[config.mk]
export PLATFORM = sky130hd
export DESIGN_NAME = gshare_index_unit
export DESIGN_NICKNAME = d
export VERILOG_FILES = /design/src/rtl/gshare_index_unit.sv
export SDC_FILE = /design/constraint.sdc
export NUM_CORES = 1
export LEC_CHECK = 0
export ABC_AREA = 0
export BUFFER_PORTS_ARGS = -buffer_cell sky130_fd_sc_hd__buf_2
export CORE_MARGIN = 3
export CORE_UTILIZATION = 29
export DETAILED_ROUTE_END_ITERATION = 6
export GPL_TIMING_DRIVEN = 0
export PLACE_DENSITY = 0.54
export SETUP_SLACK_MARGIN = 0.4
export SYNTH_ARGS = -nofsm -noshare
export SYNTH_HDL_FRONTEND = slang
export SYNTH_SLANG_ARGS = --single-unit
[constraint.sdc]
create_clock -name clk -period 4.35 [get_ports clk]
set_input_delay 0.435 -clock clk [delete_from_list [all_inputs] [get_ports clk]]
set_output_delay 0.435 -clock clk [all_outputs]
set_load 0.03 [all_outputs]
[src/rtl/gshare_index_unit.sv]
// gshare PHT index generator with an in-order prediction queue and history repair on mispredict.
// Prediction latency 2 cycles (issue, capture); resolution 1 cycle; resolution wins over a request; requests stall when the queue is full.
module gshare_index_unit #(
    parameter int DEPTH    = 4,
    parameter int HIST_LEN = 8
) (
    input  logic                     clk,
    input  logic                     rst_n,
    input  logic                     req_valid,
    input  logic [7:0]               req_pc,
    output logic                     req_ready,
    input  logic                     res_valid,
    input  logic                     res_taken,
    output logic                     res_ready,
    output logic [7:0]               pht_addr,
    output logic                     pht_request,
    output logic                     pht_result,
    output logic                     pht_taken,
    input  logic                     pht_prediction,
    output logic                     pred_valid,
    output logic                     pred_taken,
    output logic                     mispredict,
    output logic [$clog2(DEPTH):0]   inflight
);
    localparam int PW = $clog2(DEPTH);
    localparam int CW = PW + 1;

    typedef enum logic {IDLE, CAPT} state_t;

    state_t              state;
    logic [7:0]          cap_idx;
    logic [HIST_LEN-1:0] spec_ghr;
    logic [HIST_LEN-1:0] arch_ghr;
    logic [HIST_LEN-1:0] arch_next;
    logic [PW-1:0]       rd_ptr;
    logic [PW-1:0]       wr_ptr;
    logic [7:0]          q_idx  [DEPTH];
    logic                q_pred [DEPTH];

    logic       res_fire;
    logic       req_fire;
    logic       mispred_now;
    logic [7:0] hash_idx;

    always_comb begin
        res_ready   = (state == IDLE) && (inflight != '0);
        res_fire    = res_valid && res_ready;
        req_ready   = (state == IDLE) && (inflight < CW'(DEPTH)) && !res_fire;
        req_fire    = req_valid && req_ready;
        hash_idx    = req_pc ^ spec_ghr[7:0];
        mispred_now = res_fire && (res_taken != q_pred[rd_ptr]);
        arch_next   = {arch_ghr[HIST_LEN-2:0], res_taken};

        pht_addr    = '0;
        pht_request = 1'b0;
        pht_result  = 1'b0;
        pht_taken   = 1'b0;
        if (res_fire) begin
            pht_addr   = q_idx[rd_ptr];
            pht_result = 1'b1;
            pht_taken  = res_taken;
        end else if (req_fire) begin
            pht_addr    = hash_idx;
            pht_request = 1'b1;
        end else if (state == CAPT) begin
            pht_addr = cap_idx;
        end
    end

    // Queue storage needs no reset: only entries between the pointers are ever read.
    always_ff @(posedge clk) begin
        if (state == CAPT) begin
            q_idx[wr_ptr]  <= cap_idx;
            q_pred[wr_ptr] <= pht_prediction;
        end
    end

    always_ff @(posedge clk or negedge rst_n) begin
        if (!rst_n) begin
            state      <= IDLE;
            cap_idx    <= '0;
            spec_ghr   <= '0;
            arch_ghr   <= '0;
            rd_ptr     <= '0;
            wr_ptr     <= '0;
            inflight   <= '0;
            pred_valid <= 1'b0;
            pred_taken <= 1'b0;
            mispredict <= 1'b0;
        end else begin
            pred_valid <= 1'b0;
            pred_taken <= 1'b0;
            mispredict <= 1'b0;
            case (state)
                IDLE: begin
                    if (res_fire) begin
                        arch_ghr <= arch_next;
                        if (mispred_now) begin
                            // Every younger prediction used wrong-path history: drop them all.
                            rd_ptr     <= wr_ptr;
                            inflight   <= '0;
                            spec_ghr   <= arch_next;
                            mispredict <= 1'b1;
                        end else begin
                            rd_ptr   <= rd_ptr + PW'(1);
                            inflight <= inflight - CW'(1);
                        end
                    end else if (req_fire) begin
                        cap_idx <= hash_idx;
                        state   <= CAPT;
                    end
                end
                CAPT: begin
                    wr_ptr     <= wr_ptr + PW'(1);
                    inflight   <= inflight + CW'(1);
                    spec_ghr   <= {spec_ghr[HIST_LEN-2:0], pht_prediction};
                    pred_valid <= 1'b1;
                    pred_taken <= pht_prediction;
                    state      <= IDLE;
                end
                default: state <= IDLE;
            endcase
        end
    end
endmodule
==> impl_metrics.json, run 1 <==
{
  "crit_buf_inv": 5,
  "outcome": "completed",
  "r2r_cells": 9,
  "port_buffers": 31,
  "cts-root-buf": "clkbuf_8",
  "grt_pass1_wl_um": 11500,
  "hpwl_um": 4820,
  "synth-seq-area-share_pct": 61.3,
  "path_cells": "inv_1 -> ha_1 -> nor2b_1 -> or3_1 -> inv_1 -> buf_2 -> buf_2 -> a221oi_1 -> nor2_1 -> buf_2",
  "cp-end-kind": "primary output",
  "p_per_area_nw_per_um2": 770,
  "period_share_pct": 70.6,
  "num-fill-cells": 1053,
  "place_congestion": 0.717,
  "numCtsBuffers": 9,
  "cts_tree": "done",
  "crit_arrival_ns": 2.64,
  "async_flop_share_pct": 48.6,
  "syn2layout_area_growth_pct": 17.6,
  "die_h_um": 110,
  "io_pins": 33,
  "clkSlewWorstSetupHoldPaths_ns": 0.08,
  "avgSynthCellArea_um2": 13.5,
  "ys_ff_latch": 70,
  "pre_cts_ws_ns": 1.64,
  "grt_pass1_vias": 2118,
  "ys.warnings.count": 0,
  "diodes": 0,
  "cpMostUsedCell": "buf_2",
  "crit_path_top_delay_cell": "dfrtp_1",
  "rsz0062_at_grt": "false",
  "wl_per_cell_um": 16.8,
  "fin_ws_ns": 1.28,
  "hold_buffers": 0,
  "multi_input_area_um2": 1100,
  "grt_antenna_before_repair": 0,
  "cp_max_fo": 10,
  "min_path_type": "in2async",
  "worstSetupPathType": "reg2out",
  "core_um2": 10500,
  "drt-total-wl_um": 7000,
  "regArea_um2": 1930,
  "netlist_area_um2": 3150,
  "ir_drop_mv": 0.230,
  "max-cap-violations": 0,
  "grt-ovfl-total": 0,
  "ant_nets": 0,
  "start_util_pct": 30.1,
  "worstSetupStartpointType": "flop",
  "setup_viol": 0,
  "worstMarginPinSlew_ns": 0.814,
  "grt_util_met2_pct": 20.2,
  "insertion_delay_ns": 0.34,
  "die-area_um2": 12200,
  "drc": 0,
  "cts.sinks": 70,
  "finalHoldViolCount": 0,
  "cts_setup_buffers": 0,
  "r2r-start": "inflight[0]",
  "period_minus_slack_ns": 3.07,
  "via_count": 1991,
  "grt_usage_pct": 12.8,
  "slew_violations": 0,
  "synth_nets": 254,
  "reg2reg_slack_ns": 2.16,
  "drive_above_1_share_pct": 27.9,
  "initialDrtViolationCount": 80,
  "clockBufferDepth": 2,
  "leakage_nw": 1.52,
  "layout.cells.non_filler": 416,
  "grt_max_degree": 35,
  "cp_slowest_stage_delay_ns": 0.38,
  "fp-row-count": 37,
  "clock_skew_ns": 0.00511,
  "critPathTopFamily": "buffers and inverters",
  "synthDistinctLibCells": 38,
  "dieWidth_um": 110,
  "required_ns": 3.91,
  "vias_per_cell": 4.79,
  "dr.pass1.iters": 4,
  "slew_headroom_pct": 45.8,
  "cts_resized": 0,
  "grt_util_met1_pct": 17.2,
  "r2r-end": "rd_ptr[0]",
  "busiest_layer": "met2",
  "synth_cells": 233,
  "synth-main-ff-cell": "edfxtp_1",
  "met3_usage_pct": 2.85,
  "synth-edff-count": 36,
  "cts-htree-levels": 3,
  "nNetsFinal": 296,
  "place_inst": 400,
  "max_freq_ghz": 0.325,
  "finalSetupTns_ns": 0
}
## worst register-to-register path, delay by kind of cell, from the launching register on
| family | cells | cell delay (ns) |
|---|---|---|
| buffers and inverters | 4 | 0.72 |
| and+or+nand+nor | 3 | 0.68 |
| DFF | 1 | 0.38 |
| adders and majority gates | 1 | 0.24 |
| AOI/OAI and AO/OA | 1 | 0.08 |
## layer usage
layer,up-vias,part of all wire (%)
met3,6,3.9
met4,0,1.2
met1,994,48
met5,-,0
li1,942,-
met2,49,46
## state kept, by name (all words and copies together) (netlist names), 2 cells and up
register / flops
q_idx: 32
cap_idx: 8
inflight: 3
rd_ptr: 2
wr_ptr: 2
arch_ghr: 7
q_pred: 4
spec_ghr: 8
## per-stage QoR
stage | utilization (%) | cell area [µm²] | hold WS [ns] | power [mW]
after floorplan | - | 3150 | 0.139 | 1.94
after global placement | 33.2 | 3480 | 0.460 | 2.26
after detailed placement | 33.2 | 3480 | 0.463 | 2.27
after CTS | 35.4 | 3710 | 0.200 | 2.88
after global routing | 35.4 | 3710 | 0.222 | 3.05
final | 35.4 | 3710 | 0.174 | 2.85
## kinds of logic (layout without fill, tap and decap cells)
kind of cell,count (synthesis),after routing,share of synthesized area (%)
DFF,70,70,61.3
xor gates and xnor gates,12,12,3.81
and+or+nand+nor,53,53,7.34
muxes,17,17,9.40
AOI/OAI and AO/OA,48,48,11.7
adders and majority gates,7,7,2.78
buffers and inverters,26,73,3.73
## worst max-delay path by stage
stage / start / endpoint / cells after the start
after CTS: inflight[0] / pht_addr[4] / 10
final: inflight[0] / pht_addr[4] / 10
after global placement: inflight[0] / pht_addr[4] / 10
after global routing: inflight[1] / pht_addr[4] / 10
after detailed placement: inflight[0] / pht_addr[4] / 10
after floorplan: inflight[0] / pht_addr[4] / 9
## area by class of cell
type,count,share of cell area [%]
Clock buffer,9,3.34
Tap cell,136,4.59
Clock inverter,7,2.83
Buffer,17,2.26
Timing Repair Buffer,31,4.18
Sequential cell,70,52.1
Multi-Input combinational cell,137,29.8
Inverter,9,0.911
## power breakdown
group	total (mW)	internal (mW)	switching (mW)
clock network	0.605	0.332	0.273
logic	1.14	0.448	0.691
registers	1.11	0.940	0.169
## synth_stat cells (all sizes together), types with 2 or more instances
| library cell | instances | area share [%] |
|---|---|---|
| o2111a | 2 | 0.71 |
| o21ai | 9 | 1.4 |
| edfxtp | 36 | 34 |
| a21o | 2 | 0.48 |
| a2bb2oi | 7 | 1.9 |
| nand2 | 21 | 2.5 |
| nor2 | 19 | 2.3 |
| and2 | 6 | 1.2 |
| clkbuf | 8 | 0.95 |
| dfrtp | 34 | 27 |
| a21oi | 5 | 0.79 |
| nor3 | 3 | 0.63 |
| inv | 9 | 1.1 |
| mux2 | 8 | 2.9 |
| ha | 7 | 2.8 |
| xor2 | 11 | 3.3 |
| a31oi | 7 | 1.4 |
| mux4 | 9 | 6.5 |
| buf | 9 | 1.7 |
| o41ai | 2 | 0.79 |
| a221oi | 8 | 2.2 |
## cell usage in the layout (no fill, tap or decap), types with 5 or more instances in the layout
cell type	instances
o21ai_0	9
ha_1	7
mux2_2	8
inv_1	9
a31oi_1	7
clkbuf_1	8
and2_1	6
mux4_2	8
edfxtp_1	36
nor2_1	19
a221oi_1	8
xor2_1	10
dfrtp_1	34
a2bb2oi_1	7
clkbuf_8	9
nand2_1	21
a21oi_1	5
buf_2	38
Power figures use the tool's default switching activity.
==> run 2, diff against run 1 <==
--- a/config.mk
+++ b/config.mk
@@ -11,7 +11,7 @@
 export CORE_UTILIZATION = 29
 export DETAILED_ROUTE_END_ITERATION = 6
 export GPL_TIMING_DRIVEN = 0
-export PLACE_DENSITY = 0.54
+export PLACE_DENSITY = 0.56
 export SETUP_SLACK_MARGIN = 0.4
 export SYNTH_ARGS = -nofsm -noshare
 export SYNTH_HDL_FRONTEND = slang
==> constraint.sdc (replaced) <==
create_clock -name clk -period 2.8 [get_ports clk]
set_input_delay 0.28 -clock clk [delete_from_list [all_inputs] [get_ports clk]]
set_output_delay 0.28 -clock clk [all_outputs]
set_load 0.03 [all_outputs]
==> impl_metrics.json, run 2 (synthesis results as in run 1) <==
{
  "outcome": "completed",
  "insertion_delay_ns": 0.34,
  "die-area_um2": 12200,
  "period_share_pct": 84.8,
  "diodes": 0,
  "drt-total-wl_um": 7420,
  "grt_usage_pct": 13.6,
  "via_count": 2039,
  "pre_cts_ws_ns": 0.244,
  "dpl_cell_area_um2": 3480,
  "wl_per_cell_um": 17.5,
  "slew_violations": 0,
  "cts-root-buf": "clkbuf_8",
  "p_per_area_nw_per_um2": 1200,
  "r2r-start": "state",
  "largest_reg_flops": 32,
  "finalSetupTns_ns": 0,
  "whs_ns": 0.0305,
  "io_pins": 33,
  "r2r-end": "q_idx[2][1]",
  "clockBufferDepth": 2,
  "setup_viol": 0,
  "top_regs": "q_idx: 32 flops, cap_idx: 8 flops, spec_ghr: 8 flops",
  "rsz0062_at_grt": "true",
  "initialDrtViolationCount": 94,
  "max_freq_ghz": 0.421,
  "dieWidth_um": 110,
  "top_layer_used": "met4",
  "dr_wl_met2_um": 3590,
  "grt-ovfl-total": 0,
  "fin_ws_ns": 0.425,
  "mostFrequentLayoutCells": "edfxtp_1, dfrtp_1, buf_2, nand2_1, nor2_1",
  "layout.cells.non_filler": 423,
  "ant_nets": 0,
  "syn2layout_area_growth_pct": 24.0,
  "numCtsBuffers": 9,
  "place_congestion": 0.734,
  "grt_pass1_wl_um": 12000,
  "cts-htree-levels": 3,
  "worstSetupStartpointType": "flop",
  "required_ns": 2.52,
  "final_common_cell": "edfxtp_1",
  "leakage_nw": 1.60,
  "hpwl_um": 5020,
  "r2r_cells": 3,
  "fin_area_um2": 3910,
  "cp_max_fo": 4,
  "worstSetupPathType": "reg2out",
  "num-fill-cells": 1037,
  "clkSlewWorstSetupHoldPaths_ns": 0.08,
  "grt_max_degree": 35,
  "grt_antenna_before_repair": 0,
  "grt_pass1_vias": 2202,
  "top_register": "q_idx",
  "ir_drop_mv": 0.341,
  "min_path_type": "in2async",
  "fp-row-count": 37,
  "port_buffers": 31,
  "core_um2": 10500,
  "wl_met1_um": 3400,
  "reg2reg_slack_ns": 0.48,
  "crit_path_start": "inflight[0]",
  "vias_per_cell": 4.82,
  "slew_headroom_pct": 45.9,
  "total_power_mw": 4.71,
  "die_h_um": 110,
  "worstMarginPinSlew_ns": 0.811,
  "cp-end-kind": "primary output",
  "drc": 0,
  "dr.pass1.iters": 4,
  "multi_input_area_um2": 1190,
  "nNetsFinal": 303,
  "final_util_pct": 37.4,
  "regArea_um2": 1930,
  "met3_length_um": 326,
  "finalHoldViolCount": 0,
  "clock_skew_ns": 0.00889,
  "cts_tree": "done",
  "drive_above_1_share_pct": 35.9,
  "start_util_pct": 30.1,
  "period_minus_slack_ns": 2.37,
  "cts.sinks": 70,
  "max-cap-violations": 0,
  "crit_arrival_ns": 2.09,
  "place_inst": 400
}
run 2: how the worst max path moves through the flow:
| stage | end | slack (ns) | depth (start not counted) |
|---|---|---|---|
| floorplan | req_ready | 0.30 | 8 |
| global placement | pht_addr[4] | 0.29 | 10 |
| detailed placement | pht_addr[4] | 0.24 | 10 |
| CTS | pht_addr[4] | 0.39 | 10 |
| global route | pht_addr[4] | 0.31 | 10 |
| finish | pht_addr[4] | 0.43 | 10 |
run 2: layer usage:
| metal | vias up | GRT usage, % |
|---|---|---|
| li1 | 963 | - |
| met1 | 1017 | 17.7 |
| met2 | 49 | 22.3 |
| met3 | 10 | 3.44 |
| met4 | 0 | 4.49 |
| met5 | - | 0 |
run 2: worst max-delay path, stage by stage (launching register included):
cell and delay [ns]:
dfrtp_2 0.37, inv_2 0.07, ha_4 0.17, nor2b_4 0.13, or3_4 0.36, inv_4 0.08, buf_6 0.11, buf_8 0.11
a221oi_2 0.04, nor2_2 0.17, buf_6 0.15
run 2: final cells by class:
class / instances / share of cell area, %
Buffer: 17 / 3.07
Clock buffer: 9 / 3.17
Clock inverter: 7 / 2.46
Inverter: 9 / 0.928
Multi-Input combinational cell: 137 / 30.3
Sequential cell: 70 / 49.5
Tap cell: 136 / 4.35
Timing Repair Buffer: 38 / 6.24
run 2: power breakdown:
group          leakage (nW)  switching, mW  total, mW  internal [mW]
Clock                 0.114          0.396      0.901          0.504
Sequential            0.744          0.285       1.75           1.46
Combinational         0.741           1.16       2.06          0.901
run 2: repair_timing:
| action | 4_1_cts | 5_1_grt |
|---|---|---|
| resized for setup | 33 | 8 |
| setup buffers | 6 | 1 |
| cloned | 0 | 0 |
| endpoints found under the hold margin | 0 | 0 |
| hold buffers | 0 | 0 |
| setup endpoints to repair | 11 | 40 |
| pin swaps | 1 | 1 |
==> run 3, diff against run 2 <==
--- a/config.mk
+++ b/config.mk
@@ -5,13 +5,13 @@
 export SDC_FILE = /design/constraint.sdc
 export NUM_CORES = 1
 export LEC_CHECK = 0
-export ABC_AREA = 0
+export ABC_AREA = 1
 export BUFFER_PORTS_ARGS = -buffer_cell sky130_fd_sc_hd__buf_2
 export CORE_MARGIN = 3
 export CORE_UTILIZATION = 29
 export DETAILED_ROUTE_END_ITERATION = 6
 export GPL_TIMING_DRIVEN = 0
-export PLACE_DENSITY = 0.56
+export PLACE_DENSITY = 0.54
 export SETUP_SLACK_MARGIN = 0.4
 export SYNTH_ARGS = -nofsm -noshare
 export SYNTH_HDL_FRONTEND = slang
==> constraint.sdc (replaced) <==
create_clock -name clk -period 2.4 [get_ports clk]
set_input_delay 0.24 -clock clk [delete_from_list [all_inputs] [get_ports clk]]
set_output_delay 0.24 -clock clk [all_outputs]
set_load 0.03 [all_outputs]
==> impl_metrics.json, run 3 <==
{
  "crit_buf_inv": 4,
  "numCtsBuffers": 9,
  "drc": 0,
  "worstMarginPinSlew_ns": 0.797,
  "period_share_pct": 93.4,
  "synth-seq-area-share_pct": 61.8,
  "finalSetupTns_ns": 0,
  "synth_top_family_by_area": "simple AND/OR/NAND/NOR gates",
  "syn2layout_area_growth_pct": 28.7,
  "synth-compound-area-share_pct": 9.36,
  "clockBufferDepth": 2,
  "grt_pass1_wl_um": 11800,
  "slew_violations": 0,
  "avgSynthCellArea_um2": 10.3,
  "netlist_area_um2": 3130,
  "ir_drop_mv": 0.735,
  "grt_max_degree": 35,
  "place_congestion": 0.758,
  "cts_tree": "done",
  "min_path_type": "in2reg",
  "top_register": "q_idx",
  "top_regs": "q_idx: 32 flops, cap_idx: 8 flops, spec_ghr: 8 flops",
  "die_h_um": 110,
  "ant_nets": 0,
  "synth-main-ff-cell": "edfxtp_1",
  "mostFrequentLayoutCells": "nand2_1, edfxtp_1, dfrtp_1, buf_2, o21ai_0",
  "crit_arrival_ns": 2.00,
  "io_pins": 33,
  "required_ns": 2.16,
  "worstSetupPathType": "reg2out",
  "initialDrtViolationCount": 142,
  "ys.warnings.count": 0,
  "wl_per_cell_um": 14.8,
  "fp-row-count": 37,
  "leakage_nw": 1.86,
  "crit_path_top_delay_cell": "dfrtp_2",
  "drt-total-wl_um": 7440,
  "nNetsFinal": 382,
  "synth-edff-count": 36,
  "grt_usage_pct": 13.1,
  "final_common_cell": "nand2_1",
  "diodes": 0,
  "fin_ws_ns": 0.159,
  "setup_viol": 0,
  "dieWidth_um": 110,
  "cp_slowest_stage_delay_ns": 0.41,
  "port_buffers": 32,
  "rsz0062_at_grt": "true",
  "yosysMostFrequentCell": "nand2_1",
  "synthMuxAreaShare_pct": 0,
  "largest_reg_flops": 32,
  "max_freq_ghz": 0.446,
  "synth_top_area_share_pct": 34.6,
  "async_flop_share_pct": 48.6,
  "hpwl_um": 5120,
  "synthDistinctLibCells": 27,
  "final_util_pct": 38.6,
  "insertion_delay_ns": 0.35,
  "netlist_top_cells_area": "edfxtp_1, dfrtp_1, nand2_1",
  "vias_per_cell": 4.52,
  "outcome": "completed",
  "cts-htree-levels": 3,
  "die-area_um2": 12100,
  "finalHoldViolCount": 0,
  "synth.largest_area_cell": "edfxtp_1",
  "cpMostUsedCell": "nand2_4",
  "synth_nets": 326,
  "cp_max_fo": 5,
  "cp-end-kind": "primary output",
  "grt_antenna_before_repair": 0,
  "pre_cts_ws_ns": 0.263,
  "max-cap-violations": 0,
  "path_cells": "inv_2 -> ha_4 -> nand2_2 -> nand2_2 -> inv_2 -> nand2_4 -> inv_4 -> nor2_4 -> nand2_4 -> nor2_8 -> nand2_4 -> nand3_4 -> buf_6",
  "clkSlewWorstSetupHoldPaths_ns": 0.08,
  "cts-root-buf": "clkbuf_8",
  "critPathTopFamily": "simple AND/OR/NAND/NOR gates",
  "core_um2": 10400,
  "worstSetupStartpointType": "flop",
  "grt_pass1_vias": 2242,
  "start_util_pct": 30.0,
  "dr.pass1.iters": 5,
  "cts.sinks": 70,
  "period_minus_slack_ns": 2.24,
  "synthSimpleGateAreaFrac_pct": 18.1,
  "ys_ff_latch": 70,
  "whs_ns": 0.141,
  "slew_headroom_pct": 46.9,
  "via_count": 2271,
  "clock_skew_ns": 0.00886,
  "grt-ovfl-total": 0,
  "synthAdderAreaFrac_pct": 2.80,
  "synthXorXnorAreaFrac_pct": 3.08,
  "p_per_area_nw_per_um2": 1360,
  "synthTopCellsByCount": "nand2_1, edfxtp_1, dfrtp_1, nand3_1, o21ai_0",
  "synth_cells": 305,
  "drive_above_1_share_pct": 28.4
}
run 3: logic make-up after synthesis:
| logic type | count (synthesis) |
|---|---|
| adder cells (fa/ha/maj) | 7 |
| flip-flops | 70 |
| AO/OA/AOI/OAI | 55 |
| XOR/XNOR | 11 |
| AND/OR/NAND/NOR | 125 |
| buffers and inverters | 37 |
run 3: cell type report:
type | instances | area (µm²)
tap | 136 | 170
multi-input combinational | 199 | 1210
clock inverter | 4 | 48.8
timing repair buffer | 44 | 324
sequential | 70 | 1930
clock buffer | 12 | 178
inverter | 25 | 98.8
buffer | 12 | 62.6
fill | 1054 | 6390
run 3: layer usage:
layer | track usage, % | share of wire [%] | vias up | routed length (µm)
li1 | - | - | 1130 | -
met4 | 4.63 | 2.1 | 0 | 156
met3 | 2.76 | 2.7 | 14 | 198
met1 | 16.5 | 45 | 1088 | 3350
met5 | 0 | 0 | - | 0
met2 | 22.2 | 50 | 39 | 3740
run 3: where the power goes:
group	switching, mW	total [mW]	leakage (nW)	internal (mW)
Clock	0.464	1.07	0.117	0.607
Sequential	0.246	1.91	0.758	1.66
Combinational	1.56	2.49	0.990	0.934
run 3: final timing paths:
kind / start / slack [ns] / end / cells past startpoint
setup / recovery: inflight[0] / 0.16 / pht_addr[0] / 13
hold / removal: pht_prediction / 0.14 / q_pred[1] / 1
setup reg to reg: inflight[0] / 0.58 / cap_idx[6] / 14
hold reg to reg: state / 0.39 / pred_valid / 0
max in group asynchronous: rst_n / 1.33 / inflight[0] / 2
min in group asynchronous: rst_n / 0.51 / spec_ghr[2] / 2
run 3: per-stage QoR:
stage | power, mW | cells | cell area, µm²
floorplan | 3.44 | 305 | 3230
global placement | 4.03 | 473 | 3560
detailed placement | 4.06 | 473 | 3560
CTS | 5.38 | 499 | 3940
global route | 5.83 | 502 | 4030
finish | 5.47 | 502 | 4030
run 3: repair_timing:
item | CTS | global route
gates cloned | 1 | 0
buffers inserted | 8 | 3
pin swaps | 10 | 8
resized for setup | 26 | 17
endpoints found under the setup margin | 11 | 12
hold buffers | 1 | 0
hold endpoints to repair | 18 | 0
